File: config.mk
export PLATFORM = sky130hd
export DESIGN_NAME = multi_alarm_clock
export DESIGN_NICKNAME = d
export VERILOG_FILES = /design/src/rtl/multi_alarm_clock.sv
export SDC_FILE = /design/constraint.sdc
export NUM_CORES = 1
export LEC_CHECK = 0
export BUFFER_PORTS_ARGS = -buffer_cell sky130_fd_sc_hd__buf_2
export CAP_MARGIN = 0
export CELL_PAD_IN_SITES_DETAIL_PLACEMENT = 0
export CELL_PAD_IN_SITES_GLOBAL_PLACEMENT = 2
export CORE_MARGIN = 5
export CORE_UTILIZATION = 36
export CTS_BUF_LIST = sky130_fd_sc_hd__clkbuf_8
export CTS_CLUSTER_DIAMETER = 60
export DETAILED_ROUTE_END_ITERATION = 16
export PLACE_DENSITY = 0.75
export REMOVE_ABC_BUFFERS = 1
export SLEW_MARGIN = 20
export SYNTH_ARGS = -nofsm -noshare
export SYNTH_HDL_FRONTEND = slang
export SYNTH_SLANG_ARGS = --single-unit
File: constraint.sdc
create_clock -name clk -period 4.47 [get_ports clk]
set_clock_uncertainty 0.15 [all_clocks]
set_input_delay 0.894 -clock clk [delete_from_list [all_inputs] [get_ports clk]]
set_output_delay 0.894 -clock clk [all_outputs]
set_load 0.03 [all_outputs]
File: src/rtl/multi_alarm_clock.sv
// rtl/multi_alarm_clock.sv - time-of-day clock with NA alarms, snooze, dismiss and auto-stop ringing
module multi_alarm_clock #(
  parameter int NS       = 60,
  parameter int NH       = 24,
  parameter int ND       = 7,
  parameter int NA       = 4,
  parameter int SNOOZE_M = 9,
  parameter int RING_S   = 60,
  parameter int AW       = $clog2(NA)
) (
  input  logic          clk,
  input  logic          rst,
  input  logic          tick,
  input  logic          timeset,
  input  logic          alarmset,
  input  logic [AW-1:0] alarm_sel,
  input  logic          minadv,
  input  logic          hrsadv,
  input  logic          dayadv,
  input  logic [NA-1:0] alarm_en,
  input  logic          snooze,
  input  logic          dismiss,
  output logic [6:0]    sec,
  output logic [6:0]    min,
  output logic [6:0]    hrs,
  output logic [2:0]    day,
  output logic [6:0]    disp_min,
  output logic [6:0]    disp_hrs,
  output logic          buzz,
  output logic [AW-1:0] buzz_id,
  output logic          snoozing
);

  localparam int SW       = $clog2(NS);
  localparam int HW       = $clog2(NH);
  localparam int DW       = $clog2(ND);
  localparam int SNOOZE_T = SNOOZE_M * NS;
  localparam int RW       = $clog2(RING_S);
  localparam int CW       = $clog2(SNOOZE_T);

  localparam logic [SW-1:0] SEC_MAX  = SW'(NS - 1);
  localparam logic [HW-1:0] HRS_MAX  = HW'(NH - 1);
  localparam logic [DW-1:0] DAY_MAX  = DW'(ND - 1);
  localparam logic [RW-1:0] RING_MAX = RW'(RING_S - 1);
  localparam logic [CW-1:0] SNZ_MAX  = CW'(SNOOZE_T - 1);

  typedef enum logic [1:0] {IDLE, RINGING, SNOOZE} state_t;

  logic [SW-1:0] sec_q, min_q, sec_n, min_n;
  logic [HW-1:0] hrs_q, hrs_n;
  logic [DW-1:0] day_q, day_n;
  logic [SW-1:0] al_min [NA];
  logic [HW-1:0] al_hrs [NA];

  state_t        state;
  logic [RW-1:0] rcnt;
  logic [CW-1:0] scnt;

  logic          run;
  logic          edit_alarm;
  logic          hit;
  logic [AW-1:0] hit_id;

  // Normal running only when neither set mode is active; timeset has priority over alarmset.
  assign run        = tick & ~timeset & ~alarmset;
  assign edit_alarm = tick & alarmset & ~timeset;

  // Next time value; the alarm comparators look at this so buzz rises on the HH:MM:00 edge.
  always_comb begin
    sec_n = sec_q;
    min_n = min_q;
    hrs_n = hrs_q;
    day_n = day_q;
    if (tick && timeset) begin
      if (minadv) min_n = (min_q == SEC_MAX) ? '0 : min_q + 1'b1;
      if (hrsadv) hrs_n = (hrs_q == HRS_MAX) ? '0 : hrs_q + 1'b1;
      if (dayadv) day_n = (day_q == DAY_MAX) ? '0 : day_q + 1'b1;
    end else if (run) begin
      if (sec_q == SEC_MAX) begin
        sec_n = '0;
        if (min_q == SEC_MAX) begin
          min_n = '0;
          if (hrs_q == HRS_MAX) begin
            hrs_n = '0;
            day_n = (day_q == DAY_MAX) ? '0 : day_q + 1'b1;
          end else begin
            hrs_n = hrs_q + 1'b1;
          end
        end else begin
          min_n = min_q + 1'b1;
        end
      end else begin
        sec_n = sec_q + 1'b1;
      end
    end
  end

  // Alarm match on the upcoming time; scanning downwards leaves the lowest matching index.
  always_comb begin
    hit    = 1'b0;
    hit_id = '0;
    for (int i = NA - 1; i >= 0; i--) begin
      if (run && alarm_en[i] && sec_n == '0 && min_n == al_min[i] && hrs_n == al_hrs[i]) begin
        hit    = 1'b1;
        hit_id = AW'(i);
      end
    end
  end

  // Time-of-day registers.
  always_ff @(posedge clk or negedge rst) begin
    if (!rst) begin
      sec_q <= '0;
      min_q <= '0;
      hrs_q <= '0;
      day_q <= '0;
    end else begin
      sec_q <= sec_n;
      min_q <= min_n;
      hrs_q <= hrs_n;
      day_q <= day_n;
    end
  end

  // Alarm registers; the selected alarm's fields advance without carry while in alarm-set mode.
  always_ff @(posedge clk or negedge rst) begin
    if (!rst) begin
      for (int i = 0; i < NA; i++) begin
        al_min[i] <= '0;
        al_hrs[i] <= '0;
      end
    end else if (edit_alarm) begin
      if (minadv) al_min[alarm_sel] <= (al_min[alarm_sel] == SEC_MAX) ? '0 : al_min[alarm_sel] + 1'b1;
      if (hrsadv) al_hrs[alarm_sel] <= (al_hrs[alarm_sel] == HRS_MAX) ? '0 : al_hrs[alarm_sel] + 1'b1;
    end
  end

  // Ringing controller with registered buzz/snoozing/buzz_id; dismiss beats snooze.
  always_ff @(posedge clk or negedge rst) begin
    if (!rst) begin
      state    <= IDLE;
      rcnt     <= '0;
      scnt     <= '0;
      buzz     <= 1'b0;
      snoozing <= 1'b0;
      buzz_id  <= '0;
    end else begin
      case (state)
        IDLE: begin
          if (hit) begin
            state   <= RINGING;
            rcnt    <= '0;
            buzz_id <= hit_id;
            buzz    <= 1'b1;
          end
        end
        RINGING: begin
          if (dismiss) begin
            state <= IDLE;
            buzz  <= 1'b0;
          end else if (snooze) begin
            state    <= SNOOZE;
            scnt     <= '0;
            buzz     <= 1'b0;
            snoozing <= 1'b1;
          end else if (tick) begin
            if (rcnt == RING_MAX) begin
              state <= IDLE;
              buzz  <= 1'b0;
            end else begin
              rcnt <= rcnt + 1'b1;
            end
          end
        end
        SNOOZE: begin
          if (dismiss) begin
            state    <= IDLE;
            snoozing <= 1'b0;
          end else if (tick) begin
            if (scnt == SNZ_MAX) begin
              state    <= RINGING;
              rcnt     <= '0;
              buzz     <= 1'b1;
              snoozing <= 1'b0;
            end else begin
              scnt <= scnt + 1'b1;
            end
          end
        end
        default: begin
          state    <= IDLE;
          buzz     <= 1'b0;
          snoozing <= 1'b0;
        end
      endcase
    end
  end

  assign sec      = 7'(sec_q);
  assign min      = 7'(min_q);
  assign hrs      = 7'(hrs_q);
  assign day      = 3'(day_q);
  assign disp_min = alarmset ? 7'(al_min[alarm_sel]) : 7'(min_q);
  assign disp_hrs = alarmset ? 7'(al_hrs[alarm_sel]) : 7'(hrs_q);

endmodule

==> impl_metrics.toml, run 1 <==
[timing]
setup_viol = 0
slew-limit-headroom_pct = 42.80
setup_tns_ps = 0
fmax_ghz = 0.2675
setup_ws_ps = 731.7
fin_crit_sh_pct = 83.63
hold_violations = 0
fin_crit_ps = 3738
slew_violations = 0
rsz0062_at_grt = "no"
tightest_slew_ps = 858.1

[synth]
synth_mux_area_share_pct = 16.68
synthCells = 575
yosys.area_share.simple_pct = 18.02
synth-main-ff-cell = "dfrtp_1"
syn_avg_cell_area_sq_um = 9.977
yosysTopAreaCell = "dfrtp_1"
synth_seq_cells = 86
netlist.area_leader.share_pct = 37.51
ys_top_cells_by_area = "dfrtp_1 38%, mux2_2 10%, mux4_2 4.3%"
ys_warn_count = 0
synthArstFlopShare_pct = 100.0
yosysUniqueCellTypes = 76
synth_edf_count = 0
synthAdderAreaFrac_pct = 1.527
syn-cell-area_sq_um = 5737
synth-compound-area-share_pct = 16.27
yosys.area_share.xor_xnor_pct = 5.496
synth_top_family_by_area = "simple AND/OR/NAND/NOR gates"
yosysSeqAreaShare_pct = 37.51

[placed_design]
io_buffers = 50
place_ws_ps = 360.5
dp_cells = 828
place_congestion = 0.8546
dp_hpwl_um = 12750

[clock_tree]
cts_resized = 0
cts_sinks = 86
numCtsBuffers = 9
clock_path_buffers = 2
cts-htree-levels = 3
post_cts_buffers = 0
clkLatencyLatePin_ps = 380
cts_hold_buf = 0
clkTransAtPathRegs_ps = 90
cts_tree = "yes"
root_buffer = "clkbuf_8"

[worst_setup_path]
criticalPathCategory = "in -> reg"
path_max_fanout = 14
cp.arrival_ps = 3860
startpoint_type = "input pin"
endpoint_kind = "register"
cp_data_required_time_ps = 4590

[power_and_ir_drop]
netSwitchingPower_mw = 1.437
peakVddDrop_mv = 0.2004
pwr-share-seq_pct = 39.1
combPwrFrac_pct = 42.7
power_density_nw_per_um2 = 503.2
leakagePower_nw = 2.816
power.internal_mw = 1.777
finalPower_mw = 3.214
switching_share_pct = 44.72
clock_power_share_pct = 18.2

[floorplan]
core-area_sq_um = 15770
num_io_pins = 58
die-area_sq_um = 18560
die_h_um = 136.2
die_w_um = 136.2
initial_core_util_pct = 36.38
num_rows = 46

[detailed_routing]
routed-via-count = 4709
vias_per_cell = 5.579
drt-total-wl_um = 16630
first_pass_iters = 5
drcViolationCount = 0
wire_per_inst_um = 19.70
drtIter0Drc = 294
final_antenna_net_count = 0

[global_routing]
antenna_found_initial = 0
grt_overflow = 0
grt_max_degree = 64
grt_pass1_wl_um = 26390
grt_pass1_vias = 4726
grtUsageTotal_pct = 18.50

[layout]
drive_above_1_share_pct = 24.52
fin_util_pct = 40.50
final_cell_count_no_fill = 844
fill_cells = 1610
n_antenna_cell = 0
fin_nets = 646
synthToLayoutAreaGrowth_pct = 11.32

[flow_run]
maxCapViolations = 0

[min_path]
hold_class = "reg -> reg"

[run_status]
status = "completed"
[placed cells by master (no fill, tap or decap), drive strengths merged, types with 3 or more instances in the layout]
| cell | Yosys | final |
|---|---|---|
| dfrtp | 86 | 86 |
| buf | 17 | 58 |
| mux2 | 52 | 52 |
| nand2 | 42 | 42 |
| o21ai | 40 | 40 |
| nor2 | 35 | 35 |
| a21oi | 27 | 27 |
| nand3 | 26 | 26 |
| inv | 23 | 25 |
| xnor2 | 20 | 20 |
| xor2 | 16 | 16 |
| mux2i | 12 | 12 |
| or3 | 12 | 12 |
| nor3 | 12 | 12 |
| mux4 | 11 | 11 |
| clkbuf | 10 | 11 |
| nor4 | 11 | 11 |
| nand4 | 11 | 11 |
| nand2b | 9 | 9 |
| and3 | 7 | 7 |
| ha | 7 | 7 |
| conb | 1 | 7 |
| a31oi | 6 | 6 |
| and2 | 5 | 5 |
| o22ai | 5 | 5 |
| a21o | 5 | 5 |
| o211ai | 4 | 4 |
| nor2b | 4 | 4 |
| o31ai | 4 | 4 |
| o2bb2ai | 4 | 4 |
| and4b | 3 | 3 |
| a221o | 3 | 3 |
| a21boi | 3 | 3 |
| o41ai | 3 | 3 |
| clkinv | 1 | 3 |
[through the flow]
| step | area [sq um] | hold WS, ps |
|---|---|---|
| 3_3_place_gp | 6178 | 354.2 |
| 4_1_cts | 6386 | 380.2 |
| 2_1_floorplan | 5595 | 335.8 |
| 3_5_place_dp | 6178 | 368.5 |
| 5_1_grt | 6386 | 417.6 |
| 6_report | 6386 | 375.5 |
[final cells by class]
| class | instances | area, sq um | share of cell area, % |
|---|---|---|---|
| Multi-Input combinational cell | 444 | 3353 | 52.51 |
| Sequential cell | 86 | 2152 | 33.70 |
| Timing Repair Buffer | 58 | 312.8 | 4.898 |
| Tap cell | 216 | 270.3 | 4.232 |
| Clock buffer | 11 | 151.4 | 2.371 |
| Inverter | 24 | 90.09 | 1.411 |
| Clock inverter | 5 | 56.30 | 0.8817 |
[worst max-delay path: stages]
cell,delay (ps)
buf_2,280
nand4bb_1,230
buf_4,230
o21ai_4,260
mux2i_1,580
o2111ai_1,160
nor4_1,470
nand4_2,200
nand2_2,170
o41ai_4,130
a22o_1,240
[sequential cells by signal, indices dropped and copies added, names as in the netlist]
name and count:
sec_q 6, scnt 10, hrs_q 5, rcnt 6, al_hrs 20, buzz 1, buzz_id 2, min_q 6
snoozing 1, state 2, day 3, al_min 24
[worst paths after layout]
kind | cells past startpoint | startpoint | endpoint | slack [ps]
min reg2reg | 1 | day[2] | day[2] | 380
max | 11 | tick | rcnt[2] | 730
max in group asynchronous | 2 | rst | min_q[2] | 2820
max reg2reg | 11 | sec_q[0] | rcnt[2] | 750
min in group asynchronous | 1 | rst | sec_q[5] | 460
min | 1 | day[2] | day[2] | 380
[metal layers]
| layer | vias to the layer above | wire length [um] | track usage, % |
|---|---|---|---|
| met2 | 120 | 8085 | 31.01 |
| met4 | 0 | 357 | 5.935 |
| met3 | 24 | 774 | 3.923 |
| li1 | 2237 | - | - |
| met1 | 2328 | 7413 | 23.87 |
| met5 | - | 0 | 0 |
[logic make-up after synthesis]
| kind of cell | count (synthesis) |
|---|---|
| flops | 86 |
| xor+xnor | 36 |
| buf+inv | 51 |
| mux | 75 |
| other cells | 1 |
| fa+ha+maj | 7 |
| compound gates | 130 |
| simple gates | 189 |
[power groups by stage]
stage / Combinational (mW) / Clock [mW] / Sequential, mW
2_1_floorplan: 0.859 / 0 / 1.31
4_1_cts: 1.38 / 0.611 / 1.26
5_1_grt: 1.50 / 0.646 / 1.29
3_3_place_gp: 1.37 / 0 / 1.27
6_report: 1.37 / 0.585 / 1.26
3_5_place_dp: 1.37 / 0 / 1.27
[Yosys cell counts, types with 4 or more instances]
| master | instances |
|---|---|
| nor2_1 | 35 |
| or3_1 | 12 |
| a21o_1 | 4 |
| mux4_2 | 11 |
| and2_1 | 5 |
| o31ai_1 | 4 |
| nand2_1 | 41 |
| buf_2 | 5 |
| nor2b_1 | 4 |
| xnor2_1 | 20 |
| mux2_2 | 51 |
| nor4_1 | 9 |
| o211ai_1 | 4 |
| xor2_1 | 16 |
| buf_6 | 4 |
| mux2i_1 | 12 |
| dfrtp_1 | 86 |
| o22ai_1 | 5 |
| o2bb2ai_1 | 4 |
| inv_1 | 23 |
| a21oi_1 | 27 |
| o21ai_0 | 38 |
| nor3_1 | 12 |
| and3_1 | 7 |
| buf_4 | 7 |
| nand2b_1 | 9 |
| a31oi_1 | 6 |
| nand4_1 | 9 |
| ha_1 | 7 |
| nand3_1 | 26 |
| clkbuf_1 | 10 |
(Power assumes the default switching activity.)
==> run 2: changes to the inputs <==
--- a/config.mk
+++ b/config.mk
@@ -5,16 +5,17 @@
 export SDC_FILE = /design/constraint.sdc
 export NUM_CORES = 1
 export LEC_CHECK = 0
+export ABC_AREA = 1
 export BUFFER_PORTS_ARGS = -buffer_cell sky130_fd_sc_hd__buf_2
 export CAP_MARGIN = 0
 export CELL_PAD_IN_SITES_DETAIL_PLACEMENT = 0
 export CELL_PAD_IN_SITES_GLOBAL_PLACEMENT = 2
 export CORE_MARGIN = 5
-export CORE_UTILIZATION = 36
+export CORE_UTILIZATION = 35
 export CTS_BUF_LIST = sky130_fd_sc_hd__clkbuf_8
 export CTS_CLUSTER_DIAMETER = 60
 export DETAILED_ROUTE_END_ITERATION = 16
-export PLACE_DENSITY = 0.75
+export PLACE_DENSITY = 0.82
 export REMOVE_ABC_BUFFERS = 1
 export SLEW_MARGIN = 20
 export SYNTH_ARGS = -nofsm -noshare
==> constraint.sdc (replaced) <==
create_clock -name clk -period 3.84 [get_ports clk]
set_clock_uncertainty 0.15 [all_clocks]
set_input_delay 0.768 -clock clk [delete_from_list [all_inputs] [get_ports clk]]
set_output_delay 0.768 -clock clk [all_outputs]
set_load 0.03 [all_outputs]
==> run 2 against run 1 <==
Cell count grew 32%; worst setup slack lost 390 ps; global-route usage grew 0.69 points.
==> impl_metrics.toml, run 2 <==
[run_status]
status = "completed"

[floorplan]
num_rows = 47
die_w_um = 138.8
die_h_um = 138.8
die-area_sq_um = 19250
initial_core_util_pct = 35.36
core-area_sq_um = 16410
num_io_pins = 58

[worst_setup_path]
path_max_fanout = 10
criticalPathCategory = "in -> out"
reg2reg_depth = 16
r2r_end = "rcnt[5]"
reg2reg_setup_slack_ps = 680
cp_data_required_time_ps = 2920
r2r-start = "sec_q[0]"
endpoint_kind = "primary output"
startpoint_type = "input pin"
cp.arrival_ps = 2580

[power_and_ir_drop]
leakagePower_nw = 3.204
peakVddDrop_mv = 0.2064
combPwrFrac_pct = 47.6
netSwitchingPower_mw = 2.010
pwr-share-seq_pct = 35.2
power_density_nw_per_um2 = 623.5
switching_share_pct = 49.53
clock_power_share_pct = 17.2
power.internal_mw = 2.048

[synth]
ys_top_cells_by_area = "dfrtp_1 37%, nand2_1 14%, inv_1 6.9%"
yosysMostFrequentCell = "nand2_1"
synth_common_cells = "221 x nand2_1, 106 x inv_1, 86 x dfrtp_1"
ys_warn_count = 0
yosysUniqueCellTypes = 49
synth_seq_cells = 86
syn-cell-area_sq_um = 5802
yosysTopAreaCell = "dfrtp_1"
syn_avg_cell_area_sq_um = 6.982
synth-main-ff-cell = "dfrtp_1"
synth_edf_count = 0
synthArstFlopShare_pct = 100.0
synthCells = 831
netlist.area_leader.share_pct = 37.09
yosysSeqAreaShare_pct = 37.09

[detailed_routing]
drt-total-wl_um = 18510
first_pass_iters = 5
drtIter0Drc = 377
final_antenna_net_count = 0
drcViolationCount = 0
vias_per_cell = 5.080
wire_per_inst_um = 16.62
routed-via-count = 5659

[global_routing]
grt_pass1_wl_um = 29460
grt_overflow = 0
grt_pass1_vias = 5378
grt_max_degree = 71
grtUsageTotal_pct = 19.19
antenna_found_initial = 0

[clock_tree]
cts_tree = "yes"
clkLatencyLatePin_ps = 380
post_cts_buffers = 0
numCtsBuffers = 9
clock_path_buffers = 2
cts_resized = 0
cts_hold_buf = 0
root_buffer = "clkbuf_8"
cts_sinks = 86
clkTransAtPathRegs_ps = 90
cts-htree-levels = 3

[layout]
synthToLayoutAreaGrowth_pct = 12.18
largest_reg_flops = 24
regMostFlops = "al_min"
layout_common_cells = "221 x nand2_1, 107 x inv_1, 86 x dfrtp_1"
final_cell_count_no_fill = 1114
fin_util_pct = 39.67
n_antenna_cell = 0
layout_top_registers = "al_min (24), al_hrs (20), scnt (10)"
fin_nets = 912
final_common_cell = "nand2_1"
drive_above_1_share_pct = 14.54

[timing]
setup_viol = 0
slew_violations = 0
slew-limit-headroom_pct = 37.34
tightest_slew_ps = 940.0
fin_crit_sh_pct = 90.99
setup_tns_ps = 0
fmax_ghz = 0.2862
hold_violations = 0
rsz0062_at_grt = "no"
fin_crit_ps = 3494

[placed_design]
place_congestion = 0.9125
dp_hpwl_um = 14990
dp_cells = 1098
io_buffers = 50

[min_path]
hold_depth = 2
holdPathEnd = "al_min[4]"
hold_class = "reg -> reg"
hold_path.startpoint = "al_min[4]"

[flow_run]
maxCapViolations = 0
run 2: metrics by stage:
| step | cell area, sq um | hold WS [ps] | worst slack, ps | power, mW |
|---|---|---|---|---|
| after floorplan | 5727 | 303.0 | 710.3 | 2.744 |
| after global placement | 6300 | 324.8 | 356.8 | 3.373 |
| after detailed placement | 6300 | 331.7 | 345.8 | 3.369 |
| after CTS | 6509 | 354.3 | 396.6 | 4.079 |
| after global routing | 6509 | 365.1 | 206.4 | 4.354 |
| final | 6509 | 347.1 | 346.2 | 4.058 |
run 2: per-layer routing:
layer	routed length [um]	track usage (%)	vias up	share of wire, %
met4	484	7.415	0	2.6
met3	783	2.966	31	4.2
met5	0	0	-	0
li1	-	-	2802	-
met1	8490	25.61	2681	46
met2	8755	31.47	145	47
run 2: cells by family after synthesis:
kind of cell    Yosys count  share of synthesized area [%]
compound gates          127                          12.83
xor+xnor                 19                          2.868
fa+ha+maj                 7                          1.510
buf+inv                 132                          9.252
flops                    86                          37.09
other cells               1                        0.06463
simple gates            459                          36.38
run 2: power by group through the flow:
stage	clock [mW]	sequential (mW)	combinational (mW)
detailed placement	0	1.44	1.93
floorplan	0	1.55	1.19
global route	0.749	1.46	2.14
finish	0.699	1.43	1.93
CTS	0.719	1.43	1.93
global placement	0	1.44	1.94
run 2: worst max path at each step:
stage,cells after the start,start,end
CTS,10,alarm_sel[0],disp_min[0]
finish,8,alarm_sel[1],disp_min[4]
detailed placement,19,timeset,rcnt[5]
global placement,9,alarm_sel[0],disp_min[1]
global route,10,alarm_sel[0],disp_min[0]
floorplan,7,alarm_sel[0],disp_min[1]
run 2: critical path, cell delays in order:
cell and delay [ps]:
buf_2 120, inv_1 50, nor2_1 80, clkinv_1 220
o22ai_1 100, a221oi_1 700, o21ai_0 290, buf_2 250
run 2: final cells by class:
cell class                      count  area (sq um)
Sequential cell                    86          2152
Timing Repair Buffer               56         297.8
Inverter                          117         439.2
Clock buffer                       11         151.4
Clock inverter                      5         57.56
Fill cell                        1744          9898
Multi-Input combinational cell    619          3136
Tap cell                          220         275.3
